===== config.mk =====
export PLATFORM = sky130hd
export DESIGN_NAME = rf_write_sched
export DESIGN_NICKNAME = d
export VERILOG_FILES = /design/src/rtl/rf_pkg.sv /design/src/rtl/rr_arbiter.sv /design/src/rtl/rf_write_sched.sv
export SDC_FILE = /design/constraint.sdc
export NUM_CORES = 1
export LEC_CHECK = 0
export CORE_ASPECT_RATIO = 1.1
export CORE_MARGIN = 1
export CORE_UTILIZATION = 25
export CTS_BUF_LIST = sky130_fd_sc_hd__clkbuf_8 sky130_fd_sc_hd__clkbuf_16
export DETAILED_ROUTE_END_ITERATION = 16
export GPL_ROUTABILITY_DRIVEN = 0
export PLACE_DENSITY = 0.64
export SLEW_MARGIN = 20
export SYNTH_ARGS = -nofsm -noshare
export SYNTH_HDL_FRONTEND = slang
export SYNTH_SLANG_ARGS = --single-unit
export TNS_END_PERCENT = 1

===== constraint.sdc =====
create_clock -name clk -period 3 [get_ports clk]
set_input_delay 0.45 -clock clk [delete_from_list [all_inputs] [get_ports clk]]
set_output_delay 0.45 -clock clk [all_outputs]
set_load 0.02 [all_outputs]

===== src/rtl/rf_pkg.sv =====
// Shared types and widths for the register-file writeback scheduler.
// Pure declarations; no logic, no latency, no backpressure.
package rf_pkg;
    localparam int REG_ADDR_W = 5;
    localparam int DATA_W     = 32;
    localparam int NUM_REGS   = 32;

    typedef struct packed {
        logic [REG_ADDR_W-1:0] reg_a;
        logic [DATA_W-1:0]     data;
    } wb_req_t;
endpackage


===== src/rtl/rr_arbiter.sv =====
// Round-robin arbiter: one-hot grant to the first requester at or after ptr.
// Grant is combinational (0 cycles); a requester waits while another holds the grant.
module rr_arbiter #(
    parameter int N = 3
) (
    input  logic         clk,
    input  logic         rst_n,
    input  logic [N-1:0] req,
    output logic [N-1:0] grant
);
    localparam int PTR_W = $clog2(N);

    logic [PTR_W-1:0] ptr;
    logic [PTR_W-1:0] ptr_nxt;
    int               idx;

    // Walk offsets from farthest to nearest so the nearest valid requester wins.
    always_comb begin
        grant   = '0;
        ptr_nxt = ptr;
        idx     = 0;
        for (int k = N - 1; k >= 0; k--) begin
            if (req[(int'(ptr) + k) % N]) begin
                idx = (int'(ptr) + k) % N;
            end
        end
        if (|req) begin
            grant   = N'(1) << idx;
            ptr_nxt = (idx == N - 1) ? '0 : PTR_W'(idx + 1);
        end
    end

    always_ff @(posedge clk) begin
        if (!rst_n) begin
            ptr <= '0;
        end else if (|req) begin
            ptr <= ptr_nxt;
        end
    end
endmodule


===== src/rtl/rf_write_sched.sv =====
// Schedules N_REQ writeback sources onto the single RF write port, tracks pending writes.
// Write port is registered: transfer at edge k drives the RF during cycle k+1; one write/cycle max.
// Losers of arbitration see req_ready=0 and hold. Optional RF_WB_STATS_EN adds conflict_cnt.
module rf_write_sched
    import rf_pkg::*;
#(
    parameter int N_REQ = 3
) (
    input  logic                        clk,
    input  logic                        rst_n,
    input  logic                        reserve_en,
    input  logic [REG_ADDR_W-1:0]       reserve_reg,
    input  logic [N_REQ-1:0]            req_valid,
    input  logic [N_REQ*REG_ADDR_W-1:0] req_reg,
    input  logic [N_REQ*DATA_W-1:0]     req_data,
    output logic [N_REQ-1:0]            req_ready,
`ifdef RF_WB_STATS_EN
    output logic [31:0]                 conflict_cnt,
`endif
    output logic                        rf_write_en,
    output logic [REG_ADDR_W-1:0]       rf_write_reg,
    output logic [DATA_W-1:0]           rf_write_data,
    output logic [NUM_REGS-1:0]         busy_vec
);
    logic [N_REQ-1:0]    arb_req;
    logic [N_REQ-1:0]    grant;
    logic                xfer;
    wb_req_t             sel;
    logic [NUM_REGS-1:0] busy_nxt;

    // Masking requests in reset keeps ready low without a second gate on the output.
    assign arb_req   = rst_n ? req_valid : '0;
    assign req_ready = grant;
    assign xfer      = |grant;

    rr_arbiter #(.N(N_REQ)) u_arb (
        .clk   (clk),
        .rst_n (rst_n),
        .req   (arb_req),
        .grant (grant)
    );

    always_comb begin
        sel = '0;
        for (int i = 0; i < N_REQ; i++) begin
            if (grant[i]) begin
                sel.reg_a = req_reg[REG_ADDR_W*i +: REG_ADDR_W];
                sel.data  = req_data[DATA_W*i +: DATA_W];
            end
        end
    end

    // Set is applied after clear so a same-cycle reserve of the committed register wins.
    always_comb begin
        busy_nxt = busy_vec;
        if (xfer && sel.reg_a != '0) begin
            busy_nxt[sel.reg_a] = 1'b0;
        end
        if (reserve_en && reserve_reg != '0) begin
            busy_nxt[reserve_reg] = 1'b1;
        end
        busy_nxt[0] = 1'b0;
    end

    always_ff @(posedge clk) begin
        if (!rst_n) begin
            rf_write_en   <= 1'b0;
            rf_write_reg  <= '0;
            rf_write_data <= '0;
            busy_vec      <= '0;
        end else begin
            busy_vec    <= busy_nxt;
            rf_write_en <= xfer && (sel.reg_a != '0);
            if (xfer && sel.reg_a != '0) begin
                rf_write_reg  <= sel.reg_a;
                rf_write_data <= sel.data;
            end
        end
    end

`ifdef RF_WB_STATS_EN
    logic multi_req;
    assign multi_req = (req_valid & (req_valid - 1'b1)) != '0;

    always_ff @(posedge clk) begin
        if (!rst_n) begin
            conflict_cnt <= '0;
        end else if (multi_req && conflict_cnt != 32'hFFFF_FFFF) begin
            conflict_cnt <= conflict_cnt + 32'd1;
        end
    end
`endif
endmodule

==> results of run 1 <==
worst min-delay path by stage:
stage / endpoint / depth (start not counted)
2_1_floorplan: rf_write_reg[2]$_SDFFE_PN0N_ / 2
3_3_place_gp: rf_write_data[18]$_SDFFE_PN0N_ / 2
3_5_place_dp: rf_write_data[15]$_SDFFE_PN0N_ / 2
4_1_cts: rf_write_data[2]$_SDFFE_PN0N_ / 2
5_1_grt: rf_write_data[15]$_SDFFE_PN0N_ / 2
6_report: rf_write_data[15]$_SDFFE_PN0N_ / 2
report_power, final:
part	total [µW]	switching (µW)	internal (µW)	leakage, µW
clock	1010	392	619	0.000140
combinational	1010	486	522	0.00193
sequential	1080	48.7	1030	0.000585
total	3100	927	2170	0.00266
worst register-to-register path: stages, from the launching register on:
cell,delay (ns)
dfxtp_4,0.36
inv_2,0.06
ha_4,0.24
nand3b_1,0.18
ha_1,0.28
and3b_1,0.21
a31oi_1,0.08
mux2_4,0.28
buf_4,0.14
a41oi_4,0.24
nand2_1,0.10
or4_1,0.52
a32o_1,0.27
placed cells by master (no fill, tap or decap), types with 5 or more instances in the layout:
master and count:
o21ai_0 5, a21oi_1 34, clkdlybuf4s50_1 189, o211ai_1 26, nor2_1 9, dfxtp_1 69
inv_1 5, buf_4 45, mux2i_1 36, a22o_1 32, ha_1 5, buf_6 7
o21ai_1 8, clkbuf_16 9, nand4b_1 5, nand2_1 85, nor3_1 6, ha_4 5
cells in the mapped netlist, types with 2 or more instances:
library cell,number
nor3_1,7
nand2_1,86
buf_2,5
buf_6,5
o32ai_1,3
nand4b_1,5
o21ai_0,9
mux2i_1,36
nand2b_1,3
nand3b_1,2
nor3b_1,2
o22a_1,2
o311ai_0,5
or4_1,2
o211ai_1,26
nor2_1,11
or2_2,4
nor2b_1,3
buf_4,3
a22o_1,32
nand4_1,4
dfxtp_1,71
a21boi_0,2
a21oi_1,35
inv_1,9
a32o_1,2
nand3_1,8
a21boi_1,2
o21ai_1,4
buf_1,2
ha_1,10
o22ai_1,4
a211oi_1,3
clkbuf_1,16
layout make-up:
class                      count  area [µm²]  area share [%]
clock buffer                  12       266.5           3.936
clock inverter                 3       17.52          0.2587
inverter                      10       42.54          0.6283
multi-input combinational    338        2419           35.72
sequential                    71        1426           21.07
tap                          196       245.2           3.622
timing repair buffer         244        2354           34.76
metal layers:
metal | wire, µm | global-route usage, % | vias to the layer above
met4 | 180 | 5.418 | 0
met1 | 5689 | 19.85 | 2009
met3 | 847 | 4.483 | 13
li1 | - | - | 2110
met5 | 0 | 0 | -
met2 | 6964 | 30.16 | 147
what timing repair did:
action	4_1_cts	5_1_grt
pin swaps	5	16
hold endpoints to repair	0	0
buffers inserted	4	0
setup endpoints to repair	64	68
resized for setup	32	24
kinds of logic after synthesis:
group           after synthesis  synth area share (%)
compound gates              145                 27.66
simple gates                143                 17.12
flops                        71                 36.41
buf+inv                      41                 5.352
mux                          39                 10.16
fa+ha+maj                    10                 3.205
other cells                   1               0.09606
per-stage QoR:
| stage | power (µW) | TNS, ns |
|---|---|---|
| final | 3098 | -0.3590 |
| after global routing | 3252 | -6.513 |
| after CTS | 3112 | -0.2389 |
| after detailed placement | 2073 | -4.651 |
| after global placement | 2056 | -1.054 |
| after floorplan | 1569 | -0.2384 |
==> reports/metrics.csv, run 1 <==
metric,value,unit
outcome,"finished, violations left",
violations,negative setup slack,
yosys_warnings,0,
antenna_cells,0,
finalMaxSlewViolations,0,
min_period,3.126,ns
worstPathCellList,inv_2 > ha_4 > nand3b_1 > ha_1 > and3b_1 > a31oi_1 > mux2_4 > nand4_1 > nand2b_1 > nor3_2 > buf_4,
clk_pin_slew_worst_paths,0.05,ns
synth_edf_count,0,
track_usage,17.08,%
fmax,0.3199,GHz
p_leak,0.002658,µW
synth-main-ff-cell,dfxtp_1,
slew_headroom,53.84,%
core,15170,µm²
worstSetupEndpointType,output pin,
r2r_slack,-0.08,ns
worstSetupStartpoint,u_arb.ptr[1]$_SDFFE_PN0N_,
critPathCapture,req_ready[0],
drt-initial-drc-count,240,
ys_seq_area_share,36.41,%
grt_pass1_wl,21.50,mm
firstDrtPassIters,4,
grt_max_degree,51,
vias_per_cell,4.896,
cts_tree,yes,
synthCells,450,
largest_reg_flops,32,
grt_pass1_vias,4269,
dieArea,16120,µm²
whs,0.4539,ns
cap_viol_max_count,0,
min_period_over_period,104.2,%
setup_viol,5,
cp.arrival,2.68,ns
finalHoldViolations,0,
fin_util,44.62,%
crit_fanout,4,
tightestPinTransition,0.6908,ns
routed_wl,13.68,mm
final_nets,806,
io_pins,195,
syn2layout_area_growth,73.43,%
post_dp_cell_area,6319,µm²
netlist_area,3904,µm²
ctsHoldBuffers,0,
worst-path-stages,11,
ir_drop,238.2,µV
drcViolationCount,0,
cts_sinks,71,
drive_gt1_share,15.93,%
place.port_buffers,193,
grt_overflow_total,0,
synth_top_area_share,36.41,%
synth_top_area_cell,dfxtp_1,
grt_antenna_before_repair,0,
r2r_start,u_arb.ptr[1]$_SDFFE_PN0N_,
r2r_end,busy_vec[13]$_SDFF_PN0_,
synth.area.top_cells,"dfxtp_1 36%, mux2i_1 9.2%, nand2_1 8.3%, a22o_1 7.2%, o211ai_1 5.0%",
skew,0.006778,ns
async_reset_ff_share,0,%
synth_area_per_cell,8.675,µm²
synth_seq_cells,71,
crit_buf_inv,2,
num_rows,47,
holdCritStartpoint,rf_write_data[15]$_SDFFE_PN0N_,
crit_family,simple AND/OR/NAND/NOR gates,
vias,4279,
cp_slowest_stage_delay,0.36,ns
clockBufferDepth,2,
clock_latency,0.33,ns
dp_hpwl,10.43,mm
rsz0062_at_grt,true,
dp_cells,855,
htreeDepth,3,
startpoint_type,register,
fillerInstances,1473,
required,2.55,ns
crit_path_top_delay_cell,dfxtp_4,
postLayoutSetupSlackWorst,-0.1257,ns
dpl_worst_slack,-0.3062,ns
cts_buffers,9,
cts_root_buf,clkbuf_16,
layoutNonFillerInstCount,874,
p_per_area,457.6,nW/µm²
die_y,133.1,µm
rr_worst_depth,12,
path_class,register to output pin,
final_cell_area,6770,µm²
wire_per_inst,15.65,µm
start_util,25.73,%
hp-class,register to register,
syn-num-nets,582,
die_w,121.1,µm
synth_cell_types,61,
antenna_left,0,
Note: power is estimated with default switching activity, not from simulation.
==> run 2: changes to the inputs <==
--- a/config.mk
+++ b/config.mk
@@ -6,7 +6,7 @@
 export NUM_CORES = 1
 export LEC_CHECK = 0
 export CORE_ASPECT_RATIO = 1.1
-export CORE_MARGIN = 1
+export CORE_MARGIN = 8
 export CORE_UTILIZATION = 25
 export CTS_BUF_LIST = sky130_fd_sc_hd__clkbuf_8 sky130_fd_sc_hd__clkbuf_16
 export DETAILED_ROUTE_END_ITERATION = 16
==> run 2 against run 1 <==
Sequential share of layout area decreased by 0.57 points. Fmax shrank 0.22%. Critical path type is now register to register. The flow still finishes with violations (negative setup slack). Count of clock-buffer cells in the layout decreased by 1.
==> reports/metrics.csv, run 2 (synthesis results as in run 1) <==
metric,value,unit
p_leak,0.002758,µW
grt_antenna_before_repair,0,
r2r_start,u_arb.ptr[1]$_SDFFE_PN0N_,
finalHoldViolations,0,
worstSetupStartpoint,u_arb.ptr[1]$_SDFFE_PN0N_,
ir_drop,194.1,µV
setup_viol,44,
grt_overflow_total,0,
outcome,"finished, violations left",
worstSetupEndpointType,register,
p_comb_share,31.8,%
dieArea,19870,µm²
crit_fanout,4,
clock_latency,0.33,ns
drive_gt1_share,18.18,%
num_rows,48,
cp.arrival,3.36,ns
die_y,147.1,µm
cts_buffers,9,
start_util,25.19,%
cap_viol_max_count,0,
wire_per_inst,16.87,µm
min_period_over_period,104.4,%
switching_power,957.6,µW
die_w,135.1,µm
io_pins,195,
postLayoutSetupSlackWorst,-0.1326,ns
clk_pin_slew_worst_paths,0.06,ns
grt_max_degree,78,
place.port_buffers,193,
antenna_left,0,
total_power,3311,µW
wl_met1,5.943,mm
rsz0062_at_grt,true,
fillerInstances,1489,
dp_hpwl,11.53,mm
dp_cells,860,
rr_worst_depth,12,
ctsHoldBuffers,0,
wl_met2,7.569,mm
antenna_cells,0,
power_frac_clock,35.6,%
critPathCapture,busy_vec[13]$_SDFF_PN0_,
timing.setup.tns,-1.779,ns
largest_reg_flops,32,
path_class,register to register,
required,3.22,ns
layout_commonest_cell,clkdlybuf4s50_1,
top_layer,met4,
dr_wl_met3,1.277,mm
seqPwrFrac,32.6,%
vias_per_cell,4.956,
seq_area,1426,µm²
cts_tree,yes,
startpoint_type,register,
final_cell_mix,"189 x clkdlybuf4s50_1, 84 x nand2_1, 69 x dfxtp_1",
core,15490,µm²
routed_wl,15.07,mm
min_period,3.133,ns
multi_input_area,2426,µm²
clockBufferDepth,2,
tightestPinTransition,0.7885,ns
skew,0.005787,ns
whs,0.4537,ns
finalMaxSlewViolations,0,
final_cell_area,6959,µm²
r2r_end,busy_vec[13]$_SDFF_PN0_,
violations,negative setup slack,
grt_pass1_wl,23.30,mm
internal_power,2354,µW
drt-initial-drc-count,239,
firstDrtPassIters,6,
post_dp_cell_area,6336,µm²
cts_sinks,71,
cts_root_buf,clkbuf_16,
vias,4426,
grt_pass1_vias,4647,
fmax,0.3192,GHz
swShare,28.92,%
r2r_slack,-0.13,ns
p_per_area,475.8,nW/µm²
track_usage,14.62,%
slew_headroom,47.43,%
hp-class,register to register,
syn2layout_area_growth,78.27,%
final_nets,820,
layoutNonFillerInstCount,893,
drcViolationCount,0,
htreeDepth,3,
-- run 2: cell type report --
| cell class | instances | share of cell area [%] |
|---|---|---|
| timing repair buffer | 258 | 35.69 |
| multi-input combinational | 338 | 34.86 |
| sequential | 71 | 20.50 |
| clock buffer | 11 | 3.632 |
| tap | 200 | 3.596 |
| clock inverter | 5 | 1.151 |
| inverter | 10 | 0.5753 |
-- run 2: worst min path at each step --
stage                                              start                              to  slack (ns)  depth (start not counted)
after detailed placement  rf_write_data[18]$_SDFFE_PN0N_  rf_write_data[18]$_SDFFE_PN0N_        0.45                          2
after global placement     rf_write_data[1]$_SDFFE_PN0N_   rf_write_data[1]$_SDFFE_PN0N_        0.44                          2
after global routing      rf_write_data[12]$_SDFFE_PN0N_  rf_write_data[12]$_SDFFE_PN0N_        0.47                          2
after floorplan             rf_write_reg[2]$_SDFFE_PN0N_    rf_write_reg[2]$_SDFFE_PN0N_        0.53                          2
after CTS                 rf_write_data[14]$_SDFFE_PN0N_  rf_write_data[14]$_SDFFE_PN0N_        0.46                          2
final                     rf_write_data[12]$_SDFFE_PN0N_  rf_write_data[12]$_SDFFE_PN0N_        0.45                          2
-- run 2: metal layers --
layer | global-route usage, % | vias to the layer above
met3 | 5.396 | 21
met2 | 25.40 | 164
li1 | - | 2142
met5 | 0 | -
met1 | 15.57 | 2099
met4 | 5.948 | 0
-- run 2: critical path, cell delays in order (launching register included) --
cell and delay [ns]:
dfxtp_4 0.38, inv_4 0.05, ha_4 0.23, nand3b_1 0.19
ha_1 0.29, and3b_1 0.22, a31oi_1 0.09, mux2_4 0.29
buf_6 0.12, a41oi_4 0.25, nand2_2 0.09, or4_1 0.56
a32o_1 0.26
-- run 2: metrics by stage --
stage | utilization (%) | worst slack, ns
floorplan | - | -0.1263
global placement | 40.86 | -0.2897
detailed placement | 40.89 | -0.3448
CTS | 44.40 | -0.07949
global route | 44.91 | -0.2118
finish | 44.91 | -0.1326
-- run 2: what timing repair did --
item / CTS / global route
buffers inserted: 16 / 0
pin swaps: 13 / 10
gates cloned: 0 / 1
gates resized for setup: 39 / 19
endpoints found under the setup margin: 61 / 69
-- run 2: power groups by stage --
stage               registers, µW  clock network [µW]  logic, µW
floorplan                    1200                   0        373
global placement             1090                   0        967
detailed placement           1100                   0        984
CTS                          1080                1210       1030
global route                 1090                1260       1130
finish                       1080                1180       1050
